### src/rtl/servo_pkg.sv
// servo_pkg: constants shared by the servo PWM bank and its channels.
// latency: n/a (constants and a helper function only).
// backpressure: n/a.
package servo_pkg;

   // Width of the shared frame counter; PERIOD must fit in it.
   localparam int CNT_W = 12;

   // Register offsets relative to BASE_ADDRESS. TARGET[i] lives at
   // TARGET_OFS + i; the control registers follow the channel block, so
   // their offsets are added to NUM_CHANNELS via ctrl_ofs().
   localparam int TARGET_OFS    = 0;
   localparam int ENABLE_OFS    = 0;
   localparam int SLEW_OFS      = 1;
   localparam int STATUS_OFS    = 2;
   localparam int NUM_CTRL_REGS = 3;

   function automatic logic [7:0] ctrl_ofs(input int num_channels, input int ofs);
      return 8'(num_channels + ofs);
   endfunction

endpackage

### src/rtl/servo_channel.sv
// servo_channel: one PWM output holding TARGET, CURRENT, enable latch and slew step.
// latency: pin is registered, 1 clk after the counter compare; position moves only at frame boundaries.
// backpressure: none; TARGET writes are always accepted.
module servo_channel
   import servo_pkg::*;
#(
   parameter int MIN_PULSE = 110
) (
   input  logic             clk,
   input  logic             rst,
   input  logic             boundary,
   input  logic             wr,
   input  logic [7:0]       din,
   input  logic             enable,
   input  logic [7:0]       slew,
   input  logic [CNT_W-1:0] cnt,
   output logic [7:0]       target,
   output logic             busy,
   output logic             pin
);

   localparam logic [CNT_W-1:0] MIN_W = CNT_W'(MIN_PULSE);

   logic [7:0]       current;
   logic             en_latch;
   logic             up;
   logic [8:0]       diff;
   logic [7:0]       step;
   logic [7:0]       next_current;
   logic [CNT_W-1:0] pulse_end;

   // Requested position, written straight from the bus.
   always_ff @(posedge clk or posedge rst) begin
      if (rst)
         target <= '0;
      else if (wr)
         target <= din;
   end

   // Slew step: 9-bit distance, clamped to SLEW so CURRENT never overshoots.
   always_comb begin
      up   = 1'b1;
      diff = '0;
      step = '0;
      if (target >= current) begin
         diff = {1'b0, target} - {1'b0, current};
      end else begin
         up   = 1'b0;
         diff = {1'b0, current} - {1'b0, target};
      end
      if ((slew == 8'd0) || ({1'b0, slew} >= diff))
         step = diff[7:0];
      else
         step = slew;
      next_current = up ? (current + step) : (current - step);
   end

   // Position and enable only change at the frame boundary, so pulses are never cut or stretched.
   always_ff @(posedge clk or posedge rst) begin
      if (rst) begin
         current  <= '0;
         en_latch <= 1'b0;
      end else if (boundary) begin
         current  <= next_current;
         en_latch <= enable;
      end
   end

   assign pulse_end = MIN_W + CNT_W'(current);

   // Pin compare against the shared frame counter; reset drops the pin immediately.
   always_ff @(posedge clk or posedge rst) begin
      if (rst)
         pin <= 1'b0;
      else
         pin <= en_latch && (cnt < pulse_end);
   end

   assign busy = (current != target) || (en_latch != enable);

endmodule

### src/rtl/servo_bank.sv
// servo_bank: NUM_CHANNELS hobby-servo PWM outputs sharing one prescaler and frame counter.
// latency: register writes take effect on the write edge, pins follow at the next frame boundary; reads return 1 clk after r_en.
// backpressure: none; the bus is always ready, writes to STATUS and unmapped addresses are dropped.
module servo_bank
   import servo_pkg::*;
#(
   parameter int         NUM_CHANNELS = 4,
   parameter logic [7:0] BASE_ADDRESS = 8'h00,
   parameter int         PRESCALE     = 95,
   parameter int         PERIOD       = 3405,
   parameter int         MIN_PULSE    = 110
) (
   input  logic                    clk,
   input  logic                    rst,
   input  logic [7:0]              din,
   input  logic [7:0]              address,
   input  logic                    w_en,
   input  logic                    r_en,
   output logic [7:0]              dout,
   output logic [NUM_CHANNELS-1:0] servo_pin
);

   localparam int         PRE_W    = (PRESCALE > 1) ? $clog2(PRESCALE) : 1;
   localparam logic [7:0] ENABLE_A = ctrl_ofs(NUM_CHANNELS, ENABLE_OFS);
   localparam logic [7:0] SLEW_A   = ctrl_ofs(NUM_CHANNELS, SLEW_OFS);
   localparam logic [7:0] STATUS_A = ctrl_ofs(NUM_CHANNELS, STATUS_OFS);

   if (NUM_CHANNELS < 1 || NUM_CHANNELS > 8) begin : g_chk_channels
      $error("servo_bank: NUM_CHANNELS must be 1..8");
   end
   if (PERIOD <= MIN_PULSE + 255) begin : g_chk_period_min
      $error("servo_bank: PERIOD must exceed MIN_PULSE + 255");
   end
   if (PERIOD > (1 << CNT_W)) begin : g_chk_period_max
      $error("servo_bank: PERIOD must fit the frame counter");
   end
   if (NUM_CHANNELS + NUM_CTRL_REGS > 256 - int'(BASE_ADDRESS)) begin : g_chk_map
      $error("servo_bank: register map does not fit above BASE_ADDRESS");
   end

   logic [PRE_W-1:0]        pre;
   logic                    pre_wrap;
   logic                    boundary;
   logic [CNT_W-1:0]        cnt;
   logic [7:0]              ofs;
   logic [NUM_CHANNELS-1:0] enable_reg;
   logic [7:0]              slew_reg;
   logic [7:0]              target [NUM_CHANNELS];
   logic [NUM_CHANNELS-1:0] busy;
   logic [7:0]              rd_val;

   // Addresses below BASE_ADDRESS wrap to large offsets and so decode as unmapped.
   assign ofs      = address - BASE_ADDRESS;
   assign pre_wrap = (pre == PRE_W'(PRESCALE - 1));
   assign boundary = pre_wrap && (cnt == CNT_W'(PERIOD - 1));

   // Prescaler: divides clk down to frame-counter ticks.
   always_ff @(posedge clk or posedge rst) begin
      if (rst)
         pre <= '0;
      else if (pre_wrap)
         pre <= '0;
      else
         pre <= pre + 1'b1;
   end

   // Frame counter: 0..PERIOD-1, wrapping on the boundary tick.
   always_ff @(posedge clk or posedge rst) begin
      if (rst)
         cnt <= '0;
      else if (boundary)
         cnt <= '0;
      else if (pre_wrap)
         cnt <= cnt + 1'b1;
   end

   // Shared control registers; only the implemented ENABLE bits are stored.
   always_ff @(posedge clk or posedge rst) begin
      if (rst) begin
         enable_reg <= '0;
         slew_reg   <= '0;
      end else if (w_en) begin
         if (ofs == ENABLE_A)
            enable_reg <= din[NUM_CHANNELS-1:0];
         if (ofs == SLEW_A)
            slew_reg <= din;
      end
   end

   for (genvar i = 0; i < NUM_CHANNELS; i++) begin : g_ch
      servo_channel #(
         .MIN_PULSE (MIN_PULSE)
      ) u_ch (
         .clk      (clk),
         .rst      (rst),
         .boundary (boundary),
         .wr       (w_en && (ofs == 8'(TARGET_OFS + i))),
         .din      (din),
         .enable   (enable_reg[i]),
         .slew     (slew_reg),
         .cnt      (cnt),
         .target   (target[i]),
         .busy     (busy[i]),
         .pin      (servo_pin[i])
      );
   end

   // Read mux; anything not in the map reads as 0.
   always_comb begin
      rd_val = '0;
      for (int i = 0; i < NUM_CHANNELS; i++) begin
         if (ofs == 8'(TARGET_OFS + i))
            rd_val = target[i];
      end
      if (ofs == ENABLE_A)
         rd_val[NUM_CHANNELS-1:0] = enable_reg;
      if (ofs == SLEW_A)
         rd_val = slew_reg;
      if (ofs == STATUS_A)
         rd_val[NUM_CHANNELS-1:0] = busy;
   end

   // Registered read data; samples pre-write values when a write hits the same edge.
   always_ff @(posedge clk or posedge rst) begin
      if (rst)
         dout <= '0;
      else
         dout <= r_en ? rd_val : 8'h00;
   end

endmodule

### config.mk
export PLATFORM = sky130hd
export DESIGN_NAME = servo_bank
export DESIGN_NICKNAME = d
export VERILOG_FILES = /design/src/rtl/servo_pkg.sv /design/src/rtl/servo_channel.sv /design/src/rtl/servo_bank.sv
export SDC_FILE = /design/constraint.sdc
export NUM_CORES = 1
export LEC_CHECK = 0
export BUFFER_PORTS_ARGS = -buffer_cell sky130_fd_sc_hd__buf_2
export CAP_MARGIN = 0
export CELL_PAD_IN_SITES_DETAIL_PLACEMENT = 1
export CELL_PAD_IN_SITES_GLOBAL_PLACEMENT = 2
export CORE_MARGIN = 8
export CORE_UTILIZATION = 43
export DETAILED_ROUTE_END_ITERATION = 16
export PLACE_DENSITY_LB_ADDON = 0.1
export SETUP_SLACK_MARGIN = 0.1
export SYNTH_ARGS = -nofsm -noshare
export SYNTH_HDL_FRONTEND = slang
export SYNTH_SLANG_ARGS = --single-unit
### constraint.sdc
create_clock -name clk -period 11.45 [get_ports clk]
set_clock_uncertainty 0.1 [all_clocks]
set_input_delay 3.435 -clock clk [delete_from_list [all_inputs] [get_ports clk]]
set_output_delay 3.435 -clock clk [all_outputs]
set_load 0.03 [all_outputs]
==> impl_results.md <==
- # Post-CTS Setup Buffers: 0
- Diode count: 0
- Row count: 61
- Fraction of registers with async set/reset: 1.00
- Final worst-path cycle share: 0.641
- #FFs+latches synth: between 100 and 150
- Startpoint types: flop
- CTS resizes: 0
- Setup CP Type: reg2reg
- Maximum vdd drop: 0.0701 mV
- Hold_buf cts: 0
- CP Capture Type: flop
- H-tree Lvls: 3
- Final min period: 7.34 ns
- Final instance area: about 0.013 mm²
- Headroom to the max-slew limit: 0.378
- Fin. Hold Viols: 0
- Top flop regs: g_ch.u_ch.current x32, g_ch.u_ch.target x32, cnt x12
- DR DRC count: 0
- Largest net degree at the start of global routing: 68
- Final WL: roughly 42000 µm
- Total track usage: 0.252
- Post-detail-place hpwl: between 30000 and 40000 µm
- RD Place Congestion: 0.883
- Area Growth Syn to Fin: 7.10%
- Clock transition at path regs: approximately 0.070 ns
- Syn_nets: about 1600
- Number of global-route vias before repair: about 11000
- Post-Synthesis Cells: around 1400
- Actual slew at the worst max-slew pin: ~0.93 ns
- CP Data Required Time: between 10 and 15 ns
- Antenna violations before repair: 0
- CP max FO: 16
- Port bufs: 31
- Placed Area: between 0.01 and 0.015 mm²
- Post-synthesis sequential area ratio: 0.228
- Cells after DPL: approximately 1800
- # setup viols final: 0
- Mean post-synth cell area: 8.45 µm²
- WL/cell: roughly 23 µm
- Fin Setup TNS: 0 ns
- Core ar.: 0.0279 mm²
- CTS Sinks: approximately 110
- Reg2reg path depth: 25
- Initial Util: 0.437
- Min-delay worst type: reg2reg
- Via density per instance: ~5.9
- DIE HEIGHT: approximately 180 µm
- Fin cells: between 1500 and 2000
- Number of cells on the worst hold path: 1
- Yosys warnings: 0
- Skew-Pair Late Insertion Delay: roughly 0.38 ns
- Fmax: between 100 and 150 MHz
- CTS tree: done
- Initial DRC count: 705
- Clk buf depth: 2
- Antenna-violating nets left: 0
- Clock root cell: clkbuf_16
- Grt total ovfl: 0
- Tot Pwr: between 1000 and 1500 µW
- # IOs: 32
- Die area: 0.0340 mm²
- Vias post-DR: between 10000 and 15000
- Die span in x: ~180 µm
- Max Slew Vio Count: 0
- TritonCTS buffer count: 9
- Main synth FF type: dfrtp_1
- Pre-antenna DRT Iters: 5
- Layout cells sized above 1: 0.0977
- NumNets Final: 1632
- Number of synthesized flops with an enable pin: 0
- Power density over cell area: 111 mW/mm²
- RSZ-0062 raised after global routing: no
- Post-Synthesis Cell Area: approximately 0.012 mm²
- Netlist cell types: 91
- First-pass GRT wire length: about 66000 µm
- Max-cap violations: 0
- Status: complete, no violations
- CP arrival: roughly 7.5 ns
- Leak pwr: 0.00610 µW
[cell type report]
cell class / count / area, µm²
Tap cell: 378 / 473
Fill cell: 3370 / 14800
Timing Repair Buffer: 49 / 290
Sequential cell: 111 / 2780
Clock inverter: 7 / 110
Multi-Input combinational cell: 1156 / 8720
Clock buffer: 9 / 225
Inverter: 121 / 457
[cell usage after synthesis, drive strengths merged (6+ instances only)]
cell type / n / area share
a31oi: 14 / 0.0084
a22oi: 8 / 0.0049
nand3: 28 / 0.012
or2: 7 / 0.0036
a21o: 46 / 0.028
inv: 121 / 0.037
mux2i: 23 / 0.019
a21oi: 90 / 0.039
o211ai: 12 / 0.0074
o21ai: 109 / 0.045
nand2b: 21 / 0.011
dfrtp: 111 / 0.23
a2111oi: 6 / 0.0043
xor2: 48 / 0.035
a211o: 6 / 0.0043
fa: 12 / 0.020
buf: 16 / 0.0082
clkbuf: 38 / 0.012
nor2: 98 / 0.031
xnor2: 85 / 0.061
a21boi: 8 / 0.0052
nor4: 8 / 0.0041
nand2: 124 / 0.038
o21a: 12 / 0.0074
nand4: 17 / 0.0087
and2: 13 / 0.0069
o31ai: 12 / 0.0074
nor2b: 19 / 0.0098
mux2: 41 / 0.038
nor3: 20 / 0.0082
and3: 18 / 0.0092
ha: 152 / 0.16
mux4: 7 / 0.013
a211oi: 11 / 0.0072
or3: 10 / 0.0055
[metal layers]
| layer | share of wire | wire length [µm] | global-route usage | up-vias |
|---|---|---|---|---|
| met2 | 0.48 | 20100 | 0.438 | 195 |
| met1 | 0.46 | 19000 | 0.327 | 5423 |
| met5 | 0 | 0 | 0 | - |
| met3 | 0.032 | 1340 | 0.0224 | 53 |
| met4 | 0.029 | 1200 | 0.0745 | 0 |
| li1 | - | - | - | 5123 |
[stage by stage]
stage                     hold slack (ns)  setup WS (ns)   util
after floorplan                     0.354           4.95      -
after global placement              0.377           4.33  0.456
after detailed placement            0.403           4.20  0.456
after CTS                           0.419           4.16  0.468
after global routing                0.455           3.53  0.468
final                               0.408           4.11  0.468
[worst paths after layout]
check	endpoint	startpoint	slack [ns]
min	pre[0]$_DFF_PP0_	pre[0]$_DFF_PP0_	0.41
max in group asynchronous	slew_reg[4]$_DFFE_PP0P_	rst	6.91
min reg2reg	pre[0]$_DFF_PP0_	pre[0]$_DFF_PP0_	0.41
max reg2reg	g_ch[2].u_ch.current[6]$_DFFE_PP0P_	g_ch[2].u_ch.current[3]$_DFFE_PP0P_	4.11
min in group asynchronous	cnt[11]$_DFFE_PP0P_	rst	3.17
max	g_ch[2].u_ch.current[6]$_DFFE_PP0P_	g_ch[2].u_ch.current[3]$_DFFE_PP0P_	4.11
[critical path, stage by stage (launching register included)]
cell      delay [ns]
dfrtp_1         0.50
inv_1           0.12
ha_1            0.37
a21o_1          0.19
a21oi_1         0.17
o21ai_1         0.15
a21oi_1         0.75
mux2_2          0.46
o21a_1          0.20
o211ai_1        0.33
ha_1            0.32
a21o_1          0.16
a21oi_1         0.17
or3b_2          0.48
o21bai_1        0.17
a221oi_1        0.25
a21o_1          0.47
mux2i_1         0.36
nor2_1          0.10
fa_1            0.41
a21o_1          0.17
a21o_1          0.20
a21o_1          0.18
a21oi_1         0.19
xor2_1          0.15
o21ai_0         0.08
[cell families (layout without fill, tap and decap cells)]
group	after synthesis	count (layout)	synth area share
buffers and inverters	175	186	0.0572
multiplexers	71	71	0.0700
AO/OA/AOI/OAI	380	380	0.205
flip-flops	111	111	0.228
adder cells (fa/ha/maj)	164	164	0.176
XOR/XNOR	135	135	0.0993
AND/OR/NAND/NOR	406	406	0.165
[cell usage in the layout, fill, tap and decap left out, types with 20 or more instances in the layout]
cell type,n
inv_1,120
a21oi_1,87
dfrtp_1,111
nand2_1,124
nand2b_1,21
xor2_1,48
ha_1,152
a21o_1,46
xnor2_1,85
nor3_1,20
mux2_2,39
nand3_1,28
mux2i_1,23
o21ai_0,100
buf_2,31
nor2_1,96
[power breakdown]
part | total (µW) | switching [µW] | leakage (µW) | internal, µW
combinational | 673 | 423 | 0.00445 | 250
clock | 362 | 183 | 0.000162 | 179
sequential | 414 | 13.9 | 0.00149 | 400
(Power assumes the default switching activity.)
